### src/rtl/spmv_x_fetch.sv
// Dense-vector gather for SpMV: turns column indices into single-beat AXI reads of x,
// returning x values in order with their tags; a one-entry cache skips repeated columns.
module spmv_x_fetch #(
  parameter int C_M_AXI_ID_WIDTH   = 1,
  parameter int C_M_AXI_ADDR_WIDTH = 48,
  parameter int C_M_AXI_DATA_WIDTH = 32,
  parameter int COL_WIDTH          = 32,
  parameter int TAG_WIDTH          = 32
) (
  input  logic                          clk,
  input  logic                          rstn,
  input  logic [C_M_AXI_ADDR_WIDTH-1:0] cfg_base_addr,
  input  logic                          cfg_flush,
  input  logic                          col_valid,
  output logic                          col_ready,
  input  logic [COL_WIDTH-1:0]          col_idx,
  input  logic [TAG_WIDTH-1:0]          col_tag,
  output logic                          out_valid,
  input  logic                          out_ready,
  output logic [C_M_AXI_DATA_WIDTH-1:0] out_xval,
  output logic [TAG_WIDTH-1:0]          out_tag,
  output logic [C_M_AXI_ID_WIDTH-1:0]   m_axi_arid,
  output logic [C_M_AXI_ADDR_WIDTH-1:0] m_axi_araddr,
  output logic [7:0]                    m_axi_arlen,
  output logic [2:0]                    m_axi_arsize,
  output logic [1:0]                    m_axi_arburst,
  output logic                          m_axi_arvalid,
  input  logic                          m_axi_arready,
  input  logic [C_M_AXI_DATA_WIDTH-1:0] m_axi_rdata,
  input  logic                          m_axi_rvalid,
  output logic                          m_axi_rready,
  input  logic                          m_axi_rlast,
  output logic [31:0]                   stat_rd_cnt,
  output logic [31:0]                   stat_reuse_cnt,
  output logic [1:0]                    dbg_state
);

  localparam int SIZE_LOG2 = $clog2(C_M_AXI_DATA_WIDTH / 8);

  typedef enum logic [1:0] {
    S_IDLE = 2'd0,
    S_AR   = 2'd1,
    S_R    = 2'd2
  } state_t;

  state_t state, state_nxt;

  logic                          cache_valid;
  logic [COL_WIDTH-1:0]          cache_col;
  logic [C_M_AXI_DATA_WIDTH-1:0] cache_val;
  logic [COL_WIDTH-1:0]          col_q;
  logic [TAG_WIDTH-1:0]          tag_q;
  logic                          lookup_hit;
  logic                          take_hit;
  logic                          take_miss;
  logic                          r_fire;
  logic [C_M_AXI_ADDR_WIDTH-1:0] rd_addr;
  logic                          unused_rlast;

  // Every read is a single beat, so rlast carries no information.
  assign unused_rlast = m_axi_rlast;

  assign m_axi_arid    = '0;
  assign m_axi_arlen   = 8'd0;
  assign m_axi_arsize  = 3'(SIZE_LOG2);
  assign m_axi_arburst = 2'b01;
  assign dbg_state     = state;

  assign rd_addr    = cfg_base_addr + (C_M_AXI_ADDR_WIDTH'(col_idx) << SIZE_LOG2);
  assign lookup_hit = cache_valid && (col_idx == cache_col) && !cfg_flush;
  assign r_fire     = (state == S_R) && m_axi_rvalid;

  // All handshakes transfer on a rising edge where valid && ready; a valid side holds its
  // payload stable until then. col_ready never depends on col_valid.
  always_comb begin
    state_nxt = state;
    col_ready = 1'b0;
    take_hit  = 1'b0;
    take_miss = 1'b0;
    case (state)
      S_IDLE: begin
        col_ready = !out_valid || out_ready;
        if (col_valid && col_ready) begin
          take_hit  = lookup_hit;
          take_miss = !lookup_hit;
          if (!lookup_hit) state_nxt = S_AR;
        end
      end
      S_AR:    if (m_axi_arready) state_nxt = S_R;
      S_R:     if (m_axi_rvalid) state_nxt = S_IDLE;
      default: state_nxt = S_IDLE;
    endcase
  end

  always_ff @(posedge clk or negedge rstn) begin
    if (!rstn) begin
      state         <= S_IDLE;
      m_axi_arvalid <= 1'b0;
      m_axi_rready  <= 1'b0;
    end else begin
      state         <= state_nxt;
      m_axi_arvalid <= (state_nxt == S_AR);
      m_axi_rready  <= (state_nxt == S_R);
    end
  end

  always_ff @(posedge clk or negedge rstn) begin
    if (!rstn) begin
      m_axi_araddr   <= '0;
      tag_q          <= '0;
      col_q          <= '0;
      out_valid      <= 1'b0;
      out_xval       <= '0;
      out_tag        <= '0;
      cache_valid    <= 1'b0;
      cache_col      <= '0;
      cache_val      <= '0;
      stat_rd_cnt    <= '0;
      stat_reuse_cnt <= '0;
    end else begin
      if (take_miss) begin
        m_axi_araddr <= rd_addr;
        tag_q        <= col_tag;
        col_q        <= col_idx;
        stat_rd_cnt  <= stat_rd_cnt + 32'd1;
      end
      if (take_hit) stat_reuse_cnt <= stat_reuse_cnt + 32'd1;

      if (take_hit) begin
        out_valid <= 1'b1;
        out_xval  <= cache_val;
        out_tag   <= col_tag;
      end else if (r_fire) begin
        out_valid <= 1'b1;
        out_xval  <= m_axi_rdata;
        out_tag   <= tag_q;
      end else if (out_ready) begin
        out_valid <= 1'b0;
      end

      // A fill landing in the same cycle as a flush leaves the new entry valid.
      if (r_fire) begin
        cache_valid <= 1'b1;
        cache_col   <= col_q;
        cache_val   <= m_axi_rdata;
      end else if (cfg_flush) begin
        cache_valid <= 1'b0;
      end
    end
  end

endmodule

### config.mk
export PLATFORM = sky130hd
export DESIGN_NAME = spmv_x_fetch
export DESIGN_NICKNAME = d
export VERILOG_FILES = /design/src/rtl/spmv_x_fetch.sv
export SDC_FILE = /design/constraint.sdc
export NUM_CORES = 1
export LEC_CHECK = 0
export BUFFER_PORTS_ARGS = -buffer_cell sky130_fd_sc_hd__buf_4
export CORE_UTILIZATION = 30
export DETAILED_ROUTE_END_ITERATION = 10
export GPL_ROUTABILITY_DRIVEN = 0
export PLACE_DENSITY = 0.6
export SYNTH_ARGS = -nofsm -noshare
export SYNTH_HDL_FRONTEND = slang
export SYNTH_SLANG_ARGS = --single-unit
### constraint.sdc
create_clock -name clk -period 1.91 [get_ports clk]
set_input_delay 0.191 -clock clk [delete_from_list [all_inputs] [get_ports clk]]
set_output_delay 0.191 -clock clk [all_outputs]
set_load 0.02 [all_outputs]
==> metrics.md, run 1 <==
| Metric | Value |
|---|---|
| Status | `finished with violations` |
| Failing checks | `negative setup slack` |
| Initial antenna violation count | `1` |
| Hold depth | `4` |
| Least-Margin Pin Slew | `about 560 ps` |
| Most frequent cells in the layout | `524 x buf_4, 414 x nand2_1, 303 x dfrtp_1` |
| WP data required | `2320 ps` |
| Largest net degree at the start of global routing | `56` |
| Die ar. | `between 50000 and 60000 sq um` |
| Die Wd | `between 200 and 250 microns` |
| Flop pwr share | `between 30% and 40%` |
| Hold WC Path Type | `input port to flip-flop` |
| Vias in the first global route | `14.73k` |
| Seq/Total Area, Yosys | `52.14%` |
| DP Worst Slack | `-662.3 ps` |
| Routed Antenna Nets | `0` |
| Total track usage | `between 20 and 25%` |
| Util after Layout | `between 50% and 60%` |
| Sw frac | `between 30% and 40%` |
| Fin crit share | `127.2%` |
| Max Clk Rate | `roughly 410 MHz` |
| Post-Syn Area | `14880 sq um` |
| Detailed Routing Iterations Pass 1 | `5` |
| Slew HR | `62.60%` |
| Fin area | `approximately 25000 sq um` |
| Number of synthesized flops with an enable pin | `0` |
| CP max stage delay | `about 400 ps` |
| I/O Buffers | `between 300 and 400` |
| Share of layout cells above drive strength 1 | `44.19%` |
| Core area | `between 40000 and 50000 sq um` |
| Endpoints failing hold | `0` |
| Final net count | `roughly 2.5k` |
| LEAKAGE | `~0.013 uW` |
| WS Path Type | `flip-flop to flip-flop` |
| GR Overflow Total | `0` |
| P_sw | `about 12000 uW` |
| Crit Path Max Fanout | `5` |
| Post-Place Cells | `~2.7k` |
| Post-DP HPWL | `roughly 33 mm` |
| Critical path, cell by cell | `xnor2_2 -> nand4_1 -> nor4_2 -> buf_4 -> and4b_4 -> buf_6 -> nand3_4 -> nor2_4 -> buf_12 -> nand3_4 -> xnor2_2` |
| CTS buffer count | `37` |
| Most common cell after layout, fill and taps aside | `buf_4` |
| Post-synth cell types | `between 60 and 70` |
| Multi-input gate area | `between 8000 and 9000 sq um` |
| Synth Warn # | `0` |
| Non-Filler Instances | `about 3.0k` |
| Max Cap Viol | `0` |
| Initial DRC count | `812` |
| Worst Hold Slack | `33.36 ps` |
| Final Max Tran Viols | `0` |
| RSZ-0062 raised after global routing | `true` |
| FF+latch count, synth | `310` |
| Critical-path cell with the highest stage delay | `dfrtp_1` |
| Vias per cell | `roughly 4.8` |
| Detailed Route WL | `about 54 mm` |
| Setup ws final | `-519.3 ps` |
| CTS tree | `built` |
| I/O pin count | `around 350` |
| Layout fillers | `4179` |
| Clock latency on the worst-skew pair | `540 ps` |
| Clock sinks | `between 300 and 400` |
| P per Cell Area | `approximately 1300 nW/um^2` |
| Top FF cell, synth | `dfrtp_1` |
| Maximum vdd drop | `about 0.75 mV` |
| WL/cell | `about 18 microns` |
| Die height | `around 220 microns` |
| Row count | `81` |
| First-pass GRT wire length | `roughly 80 mm` |
| Register area | `7766 sq um` |
| DP Area | `20100 sq um` |
| CTS clk-pin slew, worst paths | `~60 ps` |
| # DRC | `0` |
| Post-synth ARST share | `100.0%` |
| Post-layout min period | `roughly 2400 ps` |
| CP arrival | `2840 ps` |
| Clock network fraction of total power | `between 20% and 30%` |
| CP endpoint kind | `flip-flop` |
| Avg Cell Area, Syn | `just over 9 sq um` |
| Total vias in the final route | `approximately 14k` |
| Fin Clk Skew | `~25 ps` |
| CP startpoint kind | `flip-flop` |
| Worst reg2reg path depth | `11` |
| Mapped Cells | `around 1.6k` |
| Pint | `20100 uW` |
| Initial Utilization | `30.40%` |
| Setup-failing EPs final | `approximately 240` |
| # H-tree levels | `2` |
| Comb power frac | `44.7%` |
| Area Growth Syn to Fin | `70.37%` |
| CTS root buffer | `clkbuf_16` |
| Antenna diodes | `0` |
| Bufs on Longest Clock Path | `3` |
## layout make-up
type                       instances  area share (%)
inverter                           9          0.1333
timing repair buffer             735           27.82
tap                              664           3.277
sequential                       310           30.64
clock buffer                      53           4.205
multi-input combinational       1204           33.61
clock inverter                    11          0.3159
## flip-flops by register name, indices dropped and copies added (netlist names)
signal          count
out_tag            32
dbg_state           2
m_axi_arvalid       1
m_axi_araddr       48
stat_rd_cnt        32
cache_col          32
tag_q              32
out_valid           1
col_q              32
cache_val          32
cache_valid         1
stat_reuse_cnt     32
out_xval           32
m_axi_rready        1
## per-layer routing
| metal | vias to the layer above | wire, microns | track usage, % |
|---|---|---|---|
| li1 | 6771 | - | - |
| met5 | - | 10 | 0 |
| met2 | 429 | 27330 | 35.71 |
| met4 | 2 | 1772 | 7.220 |
| met3 | 96 | 2742 | 3.227 |
| met1 | 7070 | 22150 | 25.17 |
## power by group through the flow
stage	registers, uW	logic [uW]	clock network (uW)
after floorplan	12000	4390	0
after global placement	10700	10500	0
after detailed placement	10800	10600	0
after CTS	10700	13100	6990
after global routing	11300	15500	7230
final	11000	14400	6810
## worst max-delay path, delay by kind of cell, from the launching register on
family,cells,cell delay (ps)
buffers and inverters,3,410
DFF,1,400
and+or+nand+nor,6,1160
xor gates and xnor gates,2,310
## synthesized netlist by cell type (all sizes together), types with 2 or more instances
library cell  number  share of area [%]
nand2            581                 15
dfrtp            310                 52
xnor2             98                5.8
o21ai             86                2.9
clkbuf            45                1.1
buf               43                1.7
a21oi             42                1.4
nor2              37               0.97
ha                34                2.9
a22oi             32                1.6
mux2i             31                2.1
nand3             30                1.0
nand4             30                1.4
xor2              29                1.7
and3              28                1.3
a21o              22                1.1
and4              11               0.65
nor3              11               0.45
a311oi             9               0.53
inv                9               0.23
nand2b             8               0.34
nor4               8               0.42
and2               6               0.25
o31ai              6               0.34
a31oi              5               0.21
a211oi             4               0.24
or3                4               0.20
a31o               3               0.18
o21a               3               0.15
o221ai             3               0.18
or2                3               0.13
a2111oi            2               0.16
a211o              2               0.12
conb               2              0.050
mux2               2               0.15
nand3b             2               0.10
nor3b              2               0.18
o211ai             2               0.10
o21bai             2               0.10
o311ai             2               0.24
## logic make-up (layout without fill, tap and decap cells)
group	after synthesis	count (layout)	synth area share (%)
muxes	33	33	2.237
and+or+nand+nor	764	764	22.12
adders and majority gates	35	35	2.994
other	2	14	0.05047
DFF	310	310	52.14
buffers and inverters	97	808	3.019
xor gates and xnor gates	127	127	7.476
AOI/OAI and AO/OA	231	231	9.973
## final timing paths
kind	slack, ps	start	end
setup / recovery	-520	cache_col[29]	stat_reuse_cnt[22]
hold / removal	30	col_idx[8]	col_q[8]
setup reg to reg	-520	cache_col[29]	stat_reuse_cnt[22]
hold reg to reg	470	col_q[9]	cache_col[9]
max in group asynchronous	1030	rstn	stat_rd_cnt[0]
min in group asynchronous	190	rstn	stat_reuse_cnt[27]
## timing repair
| item | CTS | global route |
|---|---|---|
| pin swaps | 86 | 175 |
| hold buffers | 113 | 0 |
| setup endpoints to repair | 243 | 243 |
| cloned | 28 | 10 |
| resized for setup | 154 | 328 |
| buffers inserted | 35 | 20 |
| hold endpoints to repair | 381 | 0 |
## through the flow
step                setup TNS (ps)  power [uW]
floorplan                    -5009       16430
global placement           -102750       21130
detailed placement         -106880       21390
CTS                         -86450       30790
global route               -108140       33990
finish                      -84920       32230
No activity file was read; power rests on OpenSTA's default activity.
==> inputs of run 2 (changes only) <==
--- a/config.mk
+++ b/config.mk
@@ -6,6 +6,7 @@
 export NUM_CORES = 1
 export LEC_CHECK = 0
 export BUFFER_PORTS_ARGS = -buffer_cell sky130_fd_sc_hd__buf_4
+export CORE_MARGIN = 2
 export CORE_UTILIZATION = 30
 export DETAILED_ROUTE_END_ITERATION = 10
 export GPL_ROUTABILITY_DRIVEN = 0
==> run 2 against run 1 <==
Compared with the run above: the flow still finishes with violations (negative setup slack); first-iteration DRC count is 8.5% higher; die area is 1.8% higher; clock power increased by 9.5%; clock skew is 14 ps lower; critical path type unchanged.
==> metrics.md, run 2 (synthesis gave the netlist of run 1 again) <==
| Metric | Value |
|---|---|
| Clock latency on the worst-skew pair | `550 ps` |
| Post-Place Cells | `2743` |
| Max reg flops | `48` |
| I/O pin count | `348` |
| Antenna diodes | `0` |
| Most common cell after layout, fill and taps aside | `buf_4` |
| Register with the most flip-flops | `m_axi_araddr` |
| Failing checks | `negative setup slack` |
| Slew HR | `~56%` |
| I/O Buffers | `around 330` |
| CTS buffer count | `37` |
| DP Area | `between 20000 and 25000 sq um` |
| Maximum vdd drop | `0.6163 mV` |
| Initial antenna violation count | `1` |
| Endpoints failing hold | `0` |
| Post-layout min period | `~2400 ps` |
| Area Growth Syn to Fin | `68.15%` |
| WP data required | `roughly 2300 ps` |
| Status | `finished with violations` |
| DP Worst Slack | `-687.1 ps` |
| WS Path Type | `flip-flop to flip-flop` |
| Initial Utilization | `a little under a third` |
| Fin crit share | `123.7%` |
| Crit Path Max Fanout | `8` |
| Most frequent cells in the layout | `528 x buf_4, 428 x nand2_1, 303 x dfrtp_1` |
| RSZ-0062 raised after global routing | `true` |
| Final Max Tran Viols | `0` |
| Total track usage | `about 20%` |
| Max Cap Viol | `0` |
| Setup ws final | `-452.4 ps` |
| Clock sinks | `310` |
| CP endpoint kind | `flip-flop` |
| Total vias in the final route | `about 14k` |
| CTS root buffer | `clkbuf_16` |
| Hold WC Path Type | `input port to flip-flop` |
| CTS clk-pin slew, worst paths | `about 60 ps` |
| Detailed Routing Iterations Pass 1 | `5` |
| Initial DRC count | `881` |
| First-pass GRT wire length | `78.66 mm` |
| GR Overflow Total | `0` |
| WL/cell | `between 15 and 20 microns` |
| CP arrival | `approximately 2800 ps` |
| Fin area | `between 20000 and 30000 sq um` |
| P per Cell Area | `1301 nW/um^2` |
| Die Wd | `roughly 230 microns` |
| Share of layout cells above drive strength 1 | `a little over two fifths` |
| Setup-failing EPs final | `243` |
| Final net count | `approximately 2.5k` |
| Bufs on Longest Clock Path | `3` |
| CTS tree | `built` |
| # H-tree levels | `2` |
| Die height | `approximately 230 microns` |
| Die ar. | `~50000 sq um` |
| Post-DP HPWL | `roughly 34 mm` |
| Routed Antenna Nets | `0` |
| Row count | `81` |
| Vias in the first global route | `between 10k and 15k` |
| Least-Margin Pin Slew | `approximately 650 ps` |
| Fin Clk Skew | `approximately 11 ps` |
| Layout fillers | `4287` |
| Non-Filler Instances | `2980` |
| Core area | `between 40000 and 50000 sq um` |
| LEAKAGE | `0.01259 uW` |
| Largest net degree at the start of global routing | `between 60 and 70` |
| CP startpoint kind | `flip-flop` |
| # DRC | `0` |
| Vias per cell | `slightly below 5` |
| Max Clk Rate | `approximately 420 MHz` |
| Detailed Route WL | `53.36 mm` |
## run 2: changes by cell type in the layout (fill, tap and decap cells not counted), moves of 6 or more
| cell | before | now |
|---|---|---|
| buf_8 | 15 | 8 |
| nand3_2 | 4 | 13 |
| clkbuf_16 | 46 | 52 |
| xnor2_2 | 35 | 20 |
| nand2_1 | 414 | 428 |
| o21ai_1 | 25 | 18 |
| nand2_2 | 109 | 100 |
| nand3_4 | 12 | 2 |
| xnor2_1 | 63 | 78 |
## run 2: layout make-up
cell class | count | area, sq um | area share (%)
multi-input cells | 1205 | 8280 | 33.10
well taps | 664 | 830.8 | 3.321
inverters | 9 | 33.78 | 0.1350
clock inverters | 12 | 191.4 | 0.7652
clock buffers | 52 | 1075 | 4.296
flip-flops and latches | 310 | 7766 | 31.04
repair buffers | 728 | 6842 | 27.35
## run 2: worst max-delay path, cell delays in order (launching register included)
cell and delay [ps]:
dfrtp_1 400, xnor2_2 230, nand4_1 190, nor4_2 290, and4b_4 350, buf_4 150, nand3_4 80, nor2_4 250
nand4_1 150, xnor2_1 150
## run 2: final timing paths
check | startpoint | endpoint | slack (ps) | cells past startpoint
worst max-delay path | cache_col[1] | stat_reuse_cnt[30] | -450 | 9
worst min-delay path | out_ready | out_valid | 50 | 3
worst max register to register | cache_col[1] | stat_reuse_cnt[30] | -450 | 9
worst min register to register | col_q[21] | cache_col[21] | 470 | 2
max in group asynchronous | rstn | m_axi_araddr[4] | 1010 | 3
min in group asynchronous | rstn | stat_reuse_cnt[5] | 210 | 2
## run 2: metrics by stage
stage	setup TNS [ps]	hold WS (ps)	power [uW]	utilization, %
2_1_floorplan	-5009	-104.6	16430	-
3_3_place_gp	-100790	198.5	21030	41.26
3_5_place_dp	-109880	203.8	21310	41.26
4_1_cts	-63540	8.826	30940	48.40
5_1_grt	-97700	36.20	34430	51.11
6_report	-62670	49.62	32540	51.11
## run 2: report_power, final
part           total (uW)  switching (uW)  internal, uW
sequential          11000            1820          9170
clock                7460            2870          4590
combinational       14100            7350          6740
## run 2: timing repair
action                                 4_1_cts  5_1_grt
pin swaps                                   85      160
endpoints found under the hold margin      222        0
buffers inserted                            23       14
gates resized for setup                    130      279
cloned                                      18       16
hold buffers                               113        0
setup endpoints to repair                  243      243
## run 2: routing by layer
| metal | up-vias | part of all wire, % | track usage, % |
|---|---|---|---|
| li1 | 6766 | - | - |
| met1 | 7036 | 42 | 24.94 |
| met2 | 420 | 50 | 33.68 |
| met3 | 94 | 5.5 | 3.680 |
| met4 | 2 | 2.7 | 5.581 |
| met5 | - | 0.022 | 0 |
==> inputs of run 3 (changes only) <==
--- a/config.mk
+++ b/config.mk
@@ -6,7 +6,7 @@
 export NUM_CORES = 1
 export LEC_CHECK = 0
 export BUFFER_PORTS_ARGS = -buffer_cell sky130_fd_sc_hd__buf_4
-export CORE_MARGIN = 2
+export CORE_MARGIN = 1.5
 export CORE_UTILIZATION = 30
 export DETAILED_ROUTE_END_ITERATION = 10
 export GPL_ROUTABILITY_DRIVEN = 0
==> run 3 against run 2 <==
Compared with the run above: the run still ends with negative setup slack left; non-clock buffer count up 9; via count rose by 0.66%; register-to-register slack worse by 60 ps; critical path type unchanged; highest routed layer unchanged.
==> metrics.md, run 3 (synthesis gave the netlist of run 1 again) <==
| Metric | Value |
|---|---|
| Status | `finished with violations` |
| Failing checks | `negative setup slack` |
| Register with the most flip-flops | `m_axi_araddr` |
| # DRC | `0` |
| Setup ws final | `-511.9 ps` |
| Max reg flops | `48` |
| Most common cell on crit path | `nand4_1` |
| RSZ-0062 raised after global routing | `true` |
| Share of layout cells above drive strength 1 | `between 40% and 50%` |
| Crit Path Max Fanout | `8` |
| Reg-to-reg slack, setup | `-510 ps` |
| Met3 usage | `4.215%` |
| Post-DP HPWL | `about 33 mm` |
| I/O Buffers | `between 300 and 400` |
| Die height | `about 230 microns` |
| Routed Antenna Nets | `0` |
| Critical-path cell with the highest stage delay | `dfrtp_1` |
| Die Wd | `about 230 microns` |
| Initial Utilization | `a little under a third` |
| WL/cell | `about 18 microns` |
| CP arrival | `2840 ps` |
| Core area | `roughly 50000 sq um` |
| GRT Max-Usage Layer | `met2` |
| Largest net degree at the start of global routing | `58` |
| Endpoints failing hold | `0` |
| Fin crit share | `126.8%` |
| Vias per cell | `just under 5` |
| Die ar. | `50940 sq um` |
| Fin area | `about 25000 sq um` |
| First-pass GRT wire length | `around 81 mm` |
| Max Cap Viol | `0` |
| Most common cell after layout, fill and taps aside | `buf_4` |
| Post-layout min period | `around 2400 ps` |
| Area Growth Syn to Fin | `70.60%` |
| Total power | `about 33000 uW` |
| Sw frac | `37.50%` |
| Non-Filler Instances | `between 2k and 3k` |
| CTS buffer count | `38` |
| CTS tree | `built` |
| CTS root buffer | `clkbuf_16` |
| Vias in the first global route | `between 10k and 15k` |
| I/O pin count | `about 350` |
| Fin Clk Skew | `between 20 and 30 ps` |
| Slew HR | `about three fifths` |
| Antenna diodes | `0` |
| WS Path Type | `flip-flop to flip-flop` |
| Detailed Routing Iterations Pass 1 | `5` |
| Most frequent cells in the layout | `523 x buf_4, 421 x nand2_1, 303 x dfrtp_1` |
| Total track usage | `approximately a fifth` |
| Final Max Tran Viols | `0` |
| CTS clk-pin slew, worst paths | `~60 ps` |
| Initial antenna violation count | `1` |
| Flop pwr share | `between 30% and 40%` |
| Post-Place Cells | `2738` |
| GR Overflow Total | `0` |
| Clock sinks | `310` |
| Initial DRC count | `between 800 and 900` |
| Detailed Route WL | `53.90 mm` |
| Comb power frac | `~45%` |
| Pint | `roughly 21000 uW` |
| Worst Hold Slack | `between 60 and 70 ps` |
| Clock network fraction of total power | `21.9%` |
| Bufs on Longest Clock Path | `3` |
| Setup-failing EPs final | `between 200 and 250` |
| WP data required | `2320 ps` |
| Hold WC Path Type | `input port to flip-flop` |
| Maximum vdd drop | `between 0.7 and 0.8 mV` |
| Max Clk Rate | `just over 400 MHz` |
| M2 GR Usage | `33.87%` |
| Final net count | `between 2k and 2.5k` |
| CP endpoint kind | `flip-flop` |
| GR Util met1 | `about a quarter` |
| Clock latency on the worst-skew pair | `roughly 560 ps` |
| Total vias in the final route | `around 14k` |
| LEAKAGE | `0.01273 uW` |
| DP Area | `between 20000 and 25000 sq um` |
| # H-tree levels | `2` |
| Critical path, cell by cell | `xnor2_2 -> nand4_1 -> nor4_2 -> and4b_4 -> buf_4 -> nand3_4 -> nor2_4 -> nand4_1 -> xnor2_1` |
| Row count | `81` |
| CP startpoint kind | `flip-flop` |
| Least-Margin Pin Slew | `573.0 ps` |
| CP max stage delay | `400 ps` |
| P per Cell Area | `around 1300 nW/um^2` |
| P_sw | `12450 uW` |
## run 3: cell count changes in the layout (fill, tap and decap cells not counted), moves of 5 or more
cell	before	now
xnor2_2	20	25
xnor2_1	78	73
o21ai_0	42	37
buf_16	15	24
nand2_1	428	421
buf_8	8	15
nand3_2	13	7
nand3_4	2	8
buf_4	528	523
## run 3: final timing paths
kind	start	endpoint	cells past startpoint
setup / recovery	cache_col[31]	stat_reuse_cnt[18]	9
hold / removal	cfg_base_addr[34]	m_axi_araddr[34]	4
setup reg to reg	cache_col[31]	stat_reuse_cnt[18]	9
hold reg to reg	col_q[16]	cache_col[16]	2
max in group asynchronous	rstn	stat_rd_cnt[9]	3
min in group asynchronous	rstn	col_q[0]	2
## run 3: repair_timing
item | in CTS | in global routing
setup buffers | 26 | 26
hold buffers | 114 | 0
endpoints found under the setup margin | 243 | 243
resized for setup | 198 | 275
gates cloned | 30 | 7
endpoints found under the hold margin | 222 | 0
pin swaps | 121 | 172
## run 3: final cells by class
| cell class | count | area [sq um] |
|---|---|---|
| flip-flops and latches | 310 | 7766 |
| inverters | 9 | 33.78 |
| fillers | 4285 | 23570 |
| repair buffers | 737 | 7043 |
| well taps | 664 | 830.8 |
| clock inverters | 12 | 112.6 |
| multi-input cells | 1205 | 8466 |
| clock buffers | 56 | 1132 |
## run 3: critical path, delay by kind of cell, from the launching register on
| kind | cells | cell delay [ps] |
|---|---|---|
| simple gates | 6 | 1400 |
| xor+xnor | 2 | 340 |
| buf+inv | 1 | 150 |
| flops | 1 | 400 |
## run 3: power groups by stage
stage	registers [uW]	clock network [uW]	logic, uW
floorplan	12000	0	4390
global placement	10700	0	10400
detailed placement	10800	0	10600
CTS	10800	7450	13600
global route	11400	7700	15900
finish	11100	7260	14800
## run 3: routing by layer
metal	up-vias	wire, microns
met5	-	10
met4	2	1631
met3	99	2824
met2	442	26390
met1	7087	23040
li1	6782	-
## run 3: per-stage QoR
step	TNS [ps]	util, %	worst slack, ps
2_1_floorplan	-5009	-	-229.2
3_3_place_gp	-109850	41.21	-691.6
3_5_place_dp	-104670	41.21	-697.5
4_1_cts	-94760	49.42	-528.9
5_1_grt	-113090	51.86	-614.5
6_report	-89640	51.86	-511.9
